--- src/rtl/nn_pkg.sv ---
// Shared definitions for the NN memory arbiter slice.
// Latency: n/a (types and constants only).
// Backpressure: n/a.
// Contents: FSM state encoding, requester port indices, forward_prop memory map bases, counter width.
package nn_pkg;

   typedef enum logic [1:0] {
      ST_IDLE = 2'd0,
      ST_BUSY = 2'd1,
      ST_RESP = 2'd2
   } state_t;

   // Requester port indices (bit positions in request/grant vectors).
   localparam logic PORT_FWD = 1'b0;   // forward_prop
   localparam logic PORT_WGT = 1'b1;   // weight loader / update

   // forward_prop region bases in the MMU address space.
   localparam logic [15:0] FP_INPUT_BASE  = 16'h0000;
   localparam logic [15:0] FP_WEIGHT_BASE = 16'h0100;
   localparam logic [15:0] FP_ACT_BASE    = 16'h0200;

   // Busy-cycle counter width; covers TIMEOUT up to 255.
   localparam int unsigned CNT_W = 8;

endpackage

--- src/rtl/rr_arb2.sv ---
// Two-input round-robin winner select.
// Latency: combinational.
// Backpressure: none; grant is only a function of the pending requests and the last-granted port.
// Ports: i_req (pending per port), i_last (port granted last), o_grant (one-hot winner, 0 when idle).
module rr_arb2
   import nn_pkg::*;
(
   input  logic [1:0] i_req,
   input  logic       i_last,
   output logic [1:0] o_grant
);

   always_comb begin
      o_grant = 2'b00;
      if (i_req == 2'b11) begin
         // Both pending: the port that did not win last time goes.
         o_grant[PORT_FWD] = (i_last == PORT_WGT);
         o_grant[PORT_WGT] = (i_last == PORT_FWD);
      end else begin
         o_grant = i_req;
      end
   end

endmodule

--- src/rtl/nn_mem_arbiter.sv ---
// Two-port round-robin arbiter feeding a single outstanding request to the MMU, with busy timeout.
// Latency: accept in IDLE -> mem_valid next cycle; mem_ready -> reqN_ready next cycle; 3 cycles minimum.
// Backpressure: requesters hold valid/fields until their ready pulse; one transaction in flight at a time.
// Ports: req0_* forward_prop, req1_* weight loader; mem_* MMU side; timeout_err sticky abort flag;
//        clk single clock, rst asynchronous active-high.
module nn_mem_arbiter
   import nn_pkg::*;
#(
   parameter int unsigned TIMEOUT = 16
) (
   input  logic        clk,
   input  logic        rst,
   input  logic        req0_valid,
   input  logic        req0_we,
   input  logic [15:0] req0_address,
   input  logic [15:0] req0_wdata,
   output logic        req0_ready,
   output logic [15:0] req0_rdata,
   input  logic        req1_valid,
   input  logic        req1_we,
   input  logic [15:0] req1_address,
   input  logic [15:0] req1_wdata,
   output logic        req1_ready,
   output logic [15:0] req1_rdata,
   output logic        mem_valid,
   output logic        mem_we,
   output logic [15:0] mem_address,
   output logic [15:0] mem_wdata,
   input  logic        mem_ready,
   input  logic [15:0] mem_rdata,
   output logic        timeout_err
);

   // Counter is cleared on BUSY entry, so this index is the last allowed busy cycle.
   localparam logic [CNT_W-1:0] LP_CNT_LAST = CNT_W'(TIMEOUT - 1);

   state_t           r_state, w_state_n;
   logic [CNT_W-1:0] r_cnt, w_cnt_n;
   logic             r_gnt, w_gnt_n;
   logic             r_last, w_last_n;
   logic             r_mem_valid, w_mem_valid_n;
   logic             r_mem_we, w_mem_we_n;
   logic [15:0]      r_mem_address, w_mem_address_n;
   logic [15:0]      r_mem_wdata, w_mem_wdata_n;
   logic [1:0]       r_ready, w_ready_n;
   logic [15:0]      r_rdata0, w_rdata0_n;
   logic [15:0]      r_rdata1, w_rdata1_n;
   logic             r_terr, w_terr_n;

   logic [1:0]       w_req;
   logic [1:0]       w_grant;
   logic             w_sel;
   logic             w_done;
   logic [15:0]      w_resp_dat;

   assign w_req = {req1_valid, req0_valid};
   assign w_sel = w_grant[PORT_WGT];

   rr_arb2 u_rr_arb2 (
      .i_req   (w_req),
      .i_last  (r_last),
      .o_grant (w_grant)
   );

   always_comb begin
      w_state_n       = r_state;
      w_cnt_n         = r_cnt;
      w_gnt_n         = r_gnt;
      w_last_n        = r_last;
      w_mem_valid_n   = r_mem_valid;
      w_mem_we_n      = r_mem_we;
      w_mem_address_n = r_mem_address;
      w_mem_wdata_n   = r_mem_wdata;
      w_ready_n       = 2'b00;
      w_rdata0_n      = r_rdata0;
      w_rdata1_n      = r_rdata1;
      w_terr_n        = r_terr;
      w_done          = 1'b0;
      w_resp_dat      = 16'h0000;

      case (r_state)
         ST_IDLE: begin
            if (|w_grant) begin
               w_state_n       = ST_BUSY;
               w_cnt_n         = '0;
               w_gnt_n         = w_sel;
               w_mem_valid_n   = 1'b1;
               w_mem_we_n      = w_sel ? req1_we      : req0_we;
               w_mem_address_n = w_sel ? req1_address : req0_address;
               w_mem_wdata_n   = w_sel ? req1_wdata   : req0_wdata;
            end
         end
         ST_BUSY: begin
            // mem_ready is checked first so it wins over a coinciding timeout.
            if (mem_ready) begin
               w_done     = 1'b1;
               w_resp_dat = mem_rdata;
            end else if (r_cnt == LP_CNT_LAST) begin
               w_done   = 1'b1;
               w_terr_n = 1'b1;
            end else begin
               w_cnt_n = r_cnt + 1'b1;
            end
            if (w_done) begin
               w_state_n        = ST_RESP;
               w_mem_valid_n    = 1'b0;
               w_last_n         = r_gnt;
               w_ready_n[r_gnt] = 1'b1;
               if (r_gnt == PORT_WGT) begin
                  w_rdata1_n = w_resp_dat;
               end else begin
                  w_rdata0_n = w_resp_dat;
               end
            end
         end
         ST_RESP: begin
            w_state_n = ST_IDLE;
         end
         default: begin
            w_state_n = ST_IDLE;
         end
      endcase
   end

   always_ff @(posedge clk or posedge rst) begin
      if (rst) begin
         r_state       <= ST_IDLE;
         r_cnt         <= '0;
         r_gnt         <= PORT_FWD;
         r_last        <= PORT_WGT;   // so port 0 wins the first contention
         r_mem_valid   <= 1'b0;
         r_mem_we      <= 1'b0;
         r_mem_address <= 16'h0000;
         r_mem_wdata   <= 16'h0000;
         r_ready       <= 2'b00;
         r_rdata0      <= 16'h0000;
         r_rdata1      <= 16'h0000;
         r_terr        <= 1'b0;
      end else begin
         r_state       <= w_state_n;
         r_cnt         <= w_cnt_n;
         r_gnt         <= w_gnt_n;
         r_last        <= w_last_n;
         r_mem_valid   <= w_mem_valid_n;
         r_mem_we      <= w_mem_we_n;
         r_mem_address <= w_mem_address_n;
         r_mem_wdata   <= w_mem_wdata_n;
         r_ready       <= w_ready_n;
         r_rdata0      <= w_rdata0_n;
         r_rdata1      <= w_rdata1_n;
         r_terr        <= w_terr_n;
      end
   end

   assign mem_valid   = r_mem_valid;
   assign mem_we      = r_mem_we;
   assign mem_address = r_mem_address;
   assign mem_wdata   = r_mem_wdata;
   assign req0_ready  = r_ready[PORT_FWD];
   assign req1_ready  = r_ready[PORT_WGT];
   assign req0_rdata  = r_rdata0;
   assign req1_rdata  = r_rdata1;
   assign timeout_err = r_terr;

endmodule

--- config.mk ---
export PLATFORM = sky130hd
export DESIGN_NAME = nn_mem_arbiter
export DESIGN_NICKNAME = d
export VERILOG_FILES = /design/src/rtl/nn_pkg.sv /design/src/rtl/rr_arb2.sv /design/src/rtl/nn_mem_arbiter.sv
export SDC_FILE = /design/constraint.sdc
export NUM_CORES = 1
export LEC_CHECK = 0
export ABC_AREA = 1
export CAP_MARGIN = 20
export CORE_ASPECT_RATIO = 1.75
export CORE_MARGIN = 3
export CORE_UTILIZATION = 40
export CTS_CLUSTER_SIZE = 10
export DETAILED_ROUTE_END_ITERATION = 6
export PLACE_DENSITY = 0.82
export SYNTH_ARGS = -nofsm -noshare
export SYNTH_HDL_FRONTEND = slang
export SYNTH_SLANG_ARGS = --single-unit
--- constraint.sdc ---
create_clock -name clk -period 2.75 [get_ports clk]
set_input_delay 0.275 -clock clk [delete_from_list [all_inputs] [get_ports clk]]
set_output_delay 0.275 -clock clk [all_outputs]
set_load 0.02 [all_outputs]
==> metrics, run 1 <==
die area 10210 um2; Post-Syn Area 3596 um2; Reg2Reg Depth 5; final net count 649; count leader, synth nand2_1; Slew Limit Fails 0; CP Data Required Time 3.03 ns; Yosys Warn Count 0; Final Setup Violations 0; Async SR Flop Fraction 100.0%; initial antenna violation count 0; core box area 8727 um2; synth cell count leaders 134 x nand2_1, 80 x dfrtp_1, 41 x nor2_1, 39 x o21ai_0, 32 x nand4_1; Most used DFF post-synth dfrtp_1; ratio of cells with drive above 1 in the final layout 5.830%; R2R setup slack 0.99 ns; root buf cell clkbuf_16; Layout Cells excl Fill 683; H-tree levels 3; R2R Path Start r_gnt; # IOs 156; DRT Pass-1 Iters 4; Crit. Startpoint r_gnt; DRC errors left 0; largest net degree at the start of global routing 50; Synthesized Nets 502; setup bufs post-CTS 0; Leak Pwr 2.501 nW; Yosys top cell by area dfrtp_1; slew margin rel. 39.61%; CP arrival 2.03 ns; GRT Total Usage 21.88%; global-route wire length before repair 17530 um; Final Hold Viols 0; initial core utilization 41.20%; antenna fix cells 0; vias 3484; setup TNS 0 ns; Worst Max-Slew Pin Slew 0.9049 ns; fin crit period 1.755 ns; crit path capture type register; worst-skew pair later-pin latency 0.34 ns; number of distinct standard cells referenced by the synthesized netlist 28; reg-to-reg endpoint req0_rdata[14]; Max Cap Violations 0; number of CTS-inserted buffers 9; CTS sink cnt 81; Layout Skew 0.006134 ns; Inst Count DP 667; Post-DP HPWL 7862 um; status complete, no violations; Hold Buf Count CTS 0; EDFF count, synth 0; clk slew on worst S/H paths 0.06 ns; drt initial violations 232; Syn Area/Cell 8.686 um2; Total Wirelength 11020 um; crit path kind register to register; crit-path max FO 18; Hold WC Path Type primary input to asynchronous set/reset pin; CTS Buffer Depth 2; Die Y-Extent 131.4 um; Worst IR Drop VDD 0.5774 mV; Routed Antenna Nets 0; routability cong. 0.8668; Synth Register Bits 81; maximum clock rate 569.6 MHz; RSZ-0062 raised after global routing no; Resized Gates After CTS 0; Die Span X 77.68 um; num rows 45; Cells after Synth 414; dominant cells by area after synthesis dfrtp_1 56%, nand2_1 14%, nand4_1 5.6%; crit share post-route 63.84%; top cell type's share of synthesized area 55.67%; IO Port Bufs 155; Area Overhead vs Synth 52.82%; Seq/Total Area, Yosys 56.40%; timing endpoint of the critical path req0_rdata[14]; Pwr Density 1096 nW/um2; vias per cell 5.101; total gr overflow 0; drt wl/cell 16.13 um; CTS tree yes; vias in the first global route 3417; crit start category register; Filler cells 732
-- state kept, by name, indices dropped and copies added (netlist names), 2 cells and up --
signal and count:
req0_rdata 16, mem_address 16, r_ready 2, r_cnt 8
req1_rdata 16, r_state 2, mem_wdata 16
-- worst max-delay path: stages (launching register included) --
cell,delay (ns)
dfrtp_1,0.32
buf_4,0.24
clkinv_1,0.52
nand3_4,0.43
nand2_1,0.11
nand2_1,0.08
-- how the worst min path moves through the flow --
stage	from	to	slack, ns	cells after the start
2_1_floorplan	mem_rdata[15]	req0_rdata[15]	0.43	2
3_3_place_gp	req0_rdata[13]	req0_rdata[13]	0.45	2
3_5_place_dp	req1_rdata[8]	req1_rdata[8]	0.46	2
4_1_cts	rst	r_cnt[4]	0.34	2
5_1_grt	rst	mem_address[8]	0.38	2
6_report	rst	mem_address[8]	0.32	2
-- routing by layer --
metal  vias up  GRT usage (%)  part of all wire, %
li1       1661              -                    -
met1      1673          24.49                   37
met2       118          39.22                   55
met3        32          3.361                  4.1
met4         0          10.99                  3.8
met5         -              0                    0
-- through the flow --
step | utilization (%) | instance area (um2) | setup WS [ns] | power, mW | hold WS, ns
detailed placement | 59.93 | 5230 | 0.7690 | 4.972 | 0.4584
floorplan | - | 3596 | 0.3966 | 3.557 | 0.4275
global route | 62.97 | 5495 | 0.8597 | 6.371 | 0.3809
CTS | 62.97 | 5495 | 1.017 | 6.068 | 0.3404
finish | 62.97 | 5495 | 0.9945 | 6.022 | 0.3198
global placement | 59.93 | 5230 | 0.8201 | 4.883 | 0.4537
-- cells by family (layout without fill, tap and decap cells) --
| group | after synthesis | count (layout) | share of synthesized area, % |
|---|---|---|---|
| AND/OR/NAND/NOR | 220 | 220 | 27.24 |
| flip-flops | 81 | 81 | 56.40 |
| AO/OA/AOI/OAI | 71 | 71 | 10.44 |
| buffers and inverters | 38 | 190 | 4.836 |
| XOR/XNOR | 3 | 3 | 0.7308 |
| adder cells (fa/ha/maj) | 1 | 1 | 0.3479 |
-- where the power goes --
group | leakage [nW] | switching (mW) | total, mW | internal, mW
registers | 1.01 | 0.314 | 2.03 | 1.71
clock network | 0.122 | 0.471 | 1.08 | 0.608
logic | 1.37 | 1.67 | 2.92 | 1.25
total | 2.50 | 2.45 | 6.02 | 3.57
-- cell usage in the layout, fill, tap and decap left out, types with 3 or more instances in the layout --
cell / n
buf_4: 5
clkbuf_16: 9
clkdlybuf4s50_1: 155
clkinv_2: 3
clkinvlp_4: 3
dfrtp_1: 80
inv_1: 10
nand2_1: 134
nand3_1: 5
nand4_1: 32
nor2_1: 40
o21ai_0: 39
o21ai_1: 29
-- area by class of cell --
type,instances,area (um2),area share (%)
clock buffer,11,232.7,4.235
clock inverter,5,32.53,0.5920
inverter,13,50.05,0.9107
multi-input combinational,295,1396,25.41
sequential,81,2028,36.91
tap,117,146.4,2.664
timing repair buffer,161,1609,29.28
No activity file was read; power rests on OpenSTA's default activity.
==> inputs of run 2 (changes only) <==
--- a/config.mk
+++ b/config.mk
@@ -9,10 +9,10 @@
 export CAP_MARGIN = 20
 export CORE_ASPECT_RATIO = 1.75
 export CORE_MARGIN = 3
-export CORE_UTILIZATION = 40
+export CORE_UTILIZATION = 38
 export CTS_CLUSTER_SIZE = 10
 export DETAILED_ROUTE_END_ITERATION = 6
-export PLACE_DENSITY = 0.82
+export PLACE_DENSITY = 0.81
 export SYNTH_ARGS = -nofsm -noshare
 export SYNTH_HDL_FRONTEND = slang
 export SYNTH_SLANG_ARGS = --single-unit
==> constraint.sdc (replaced) <==
create_clock -name clk -period 1.5 [get_ports clk]
set_input_delay 0.15 -clock clk [delete_from_list [all_inputs] [get_ports clk]]
set_output_delay 0.15 -clock clk [all_outputs]
set_load 0.02 [all_outputs]
==> run 2 against run 1 <==
  * Utilization grew 0.88 points
  * Sequential cell count is the same
  * Die area grew 4.9%
  * Clock skew is essentially flat
  * Global-route usage grew 0.54 points
  * Largest power group unchanged
  * Critical endpoint is now req0_rdata[5]
  * Cell area grew 6.3%
==> metrics, run 2 (same netlist as run 1, synthesis figures left out) <==
Post-DP HPWL 8395 um (was 7862 um); most frequent cells in the layout 134 x clkdlybuf4s50_1, 132 x nand2_1, 79 x dfrtp_1 (was 155 x clkdlybuf4s50_1, 134 x nand2_1, 80 x dfrtp_1); Leak Pwr 2.831 nW (was 2.501 nW); Final Hold Viols 0 (unchanged); Final Instance Area 5843 um2 (was 5495 um2); CTS sink cnt 81 (unchanged); crit path capture type primary output (was register); core box area 9151 um2 (was 8727 um2); Die Y-Extent 134.7 um (was 131.4 um); CP Data Required Time 1.35 ns (was 3.03 ns); final hold slack 0.2393 ns (was 0.3198 ns); Layout Skew 0.006425 ns (was 0.006134 ns); DRT Pass-1 Iters 5 (was 4); sw power 4.651 mW (was 2.453 mW); CP arrival 1.33 ns (was 2.03 ns); # IOs 156 (unchanged); initial core utilization 39.29% (was 41.20%); routability cong. 0.8795 (was 0.8668); clock network fraction of total power 21.1% (was 17.9%); crit path kind register to primary output (was register to register); slowest stage delay, CP 0.66 ns (was 0.52 ns); num rows 46 (was 45); Total Wirelength 11910 um (was 11020 um); Die Span X 79.54 um (was 77.68 um); number of CTS-inserted buffers 9 (unchanged); critical path's slowest cell clkdlybuf4s50_1 (was clkinv_1); Sw Ratio 39.04% (was 40.73%); drt initial violations 302 (was 232); worst-skew pair later-pin latency 0.34 ns (about the same); clk slew on worst S/H paths 0.06 ns (about the same); largest net degree at the start of global routing 50 (unchanged); Comb pwr share 47.4% (was 48.4%); CTS tree yes (unchanged); DRC errors left 0 (unchanged); most common cell after layout, fill and taps aside clkdlybuf4s50_1 (unchanged); dpl cell area 5359 um2 (was 5230 um2); worst-path cell chain clkdlybuf4s50_1 (was buf_4 -> clkinv_1 -> nand3_4 -> nand2_1 -> nand2_1); Worst IR Drop VDD 1.255 mV (was 0.5774 mV); initial antenna violation count 0 (unchanged); IO Port Bufs 155 (unchanged); ratio of cells with drive above 1 in the final layout 9.639% (was 5.830%); setup TNS 0 ns (unchanged); final net count 664 (was 649); status complete, no violations (unchanged); Internal 7.263 mW (was 3.569 mW); die area 10710 um2 (was 10210 um2); vias 3627 (was 3484); Worst Max-Slew Pin Slew 0.4173 ns (was 0.9049 ns); root buf cell clkbuf_16 (unchanged); Slew Limit Fails 0 (unchanged); H-tree levels 3 (unchanged); antenna fix cells 0 (unchanged); global-route wire length before repair 18330 um (was 17530 um); pre-CTS setup slack -0.05643 ns (was 0.7690 ns); drt wl/cell 16.98 um (was 16.13 um); crit share post-route 98.97%; slew margin rel. 72.18% (was 39.61%); Sequential Power Share 31.4% (was 33.6%); Worst path top cell family by delay buffers and inverters (unchanged); total gr overflow 0 (unchanged); vias per cell 5.174 (was 5.101); GRT Total Usage 22.42% (was 21.88%); Hold WC Path Type primary input to asynchronous set/reset pin (unchanged); fin crit period 1.485 ns; Routed Antenna Nets 0 (unchanged); Tot Pwr 11.91 mW (was 6.022 mW); Max Cap Violations 0 (unchanged); maximum clock rate 673.6 MHz; vias in the first global route 3714 (was 3417); Area Overhead vs Synth 62.49% (was 52.82%); buffers plus inverters on the worst setup path 1 (was 2); crit start category register (unchanged); CTS Buffer Depth 2 (unchanged); Pwr Density 2039 nW/um2 (was 1096 nW/um2); crit-path max FO 2 (was 18); Final Setup Violations 0 (unchanged); RSZ-0062 raised after global routing yes (was no); final worst setup slack 0.01546 ns (was 0.9945 ns)
[run 2: final cells by class]
type,instances,area [um2]
Clock inverter,6,105.1
Sequential cell,81,2029
Inverter,13,52.55
Clock buffer,10,239.0
Tap cell,120,150.1
Fill cell,716,3308
Multi-Input combinational cell,298,1464
Timing Repair Buffer,173,1803
[run 2: power by group through the flow]
stage / clock, mW / combinational [mW] / sequential, mW
after floorplan: 0 / 1.82 / 4.70
after CTS: 2.56 / 5.66 / 3.73
final: 2.52 / 5.65 / 3.74
after global placement: 0 / 5.48 / 3.72
after global routing: 2.64 / 6.07 / 3.86
after detailed placement: 0 / 5.65 / 3.75
[run 2: layer usage]
| metal | global-route usage (%) | wire [um] | vias to the layer above | part of all wire (%) |
|---|---|---|---|---|
| met1 | 24.40 | 4077 | 1704 | 34 |
| met3 | 5.808 | 639 | 52 | 5.4 |
| met2 | 38.23 | 6508 | 174 | 55 |
| met4 | 13.67 | 680 | 0 | 5.7 |
| met5 | 0 | 0 | - | 0 |
| li1 | - | - | 1697 | - |
[run 2: per-stage QoR]
step                      utilization [%]  std cells
after floorplan                         -        414
after global placement              58.56        678
after detailed placement            58.56        678
after CTS                           62.63        697
after global routing                63.85        701
final                               63.85        701
[run 2: worst paths after layout]
check / from / to / slack [ns] / cells after the start
setup reg to reg: r_cnt[0] / req0_rdata[2] / 0.05 / 7
setup / recovery: req0_rdata[5] / req0_rdata[5] / 0.02 / 1
hold / removal: rst / r_state[0] / 0.24 / 3
min in group clk: req1_wdata[15] / mem_wdata[15] / 0.41 / 3
max in group asynchronous: rst / mem_address[9] / 0.88 / 3
hold reg to reg: req1_rdata[11] / req1_rdata[11] / 0.47 / 2
[run 2: repair_timing]
| action | in CTS | in global routing |
|---|---|---|
| hold buffers | 0 | 0 |
| setup buffers | 2 | 2 |
| cloned | 1 | 2 |
| resized for setup | 7 | 26 |
| pin swaps | 1 | 1 |
| endpoints found under the setup margin | 27 | 58 |
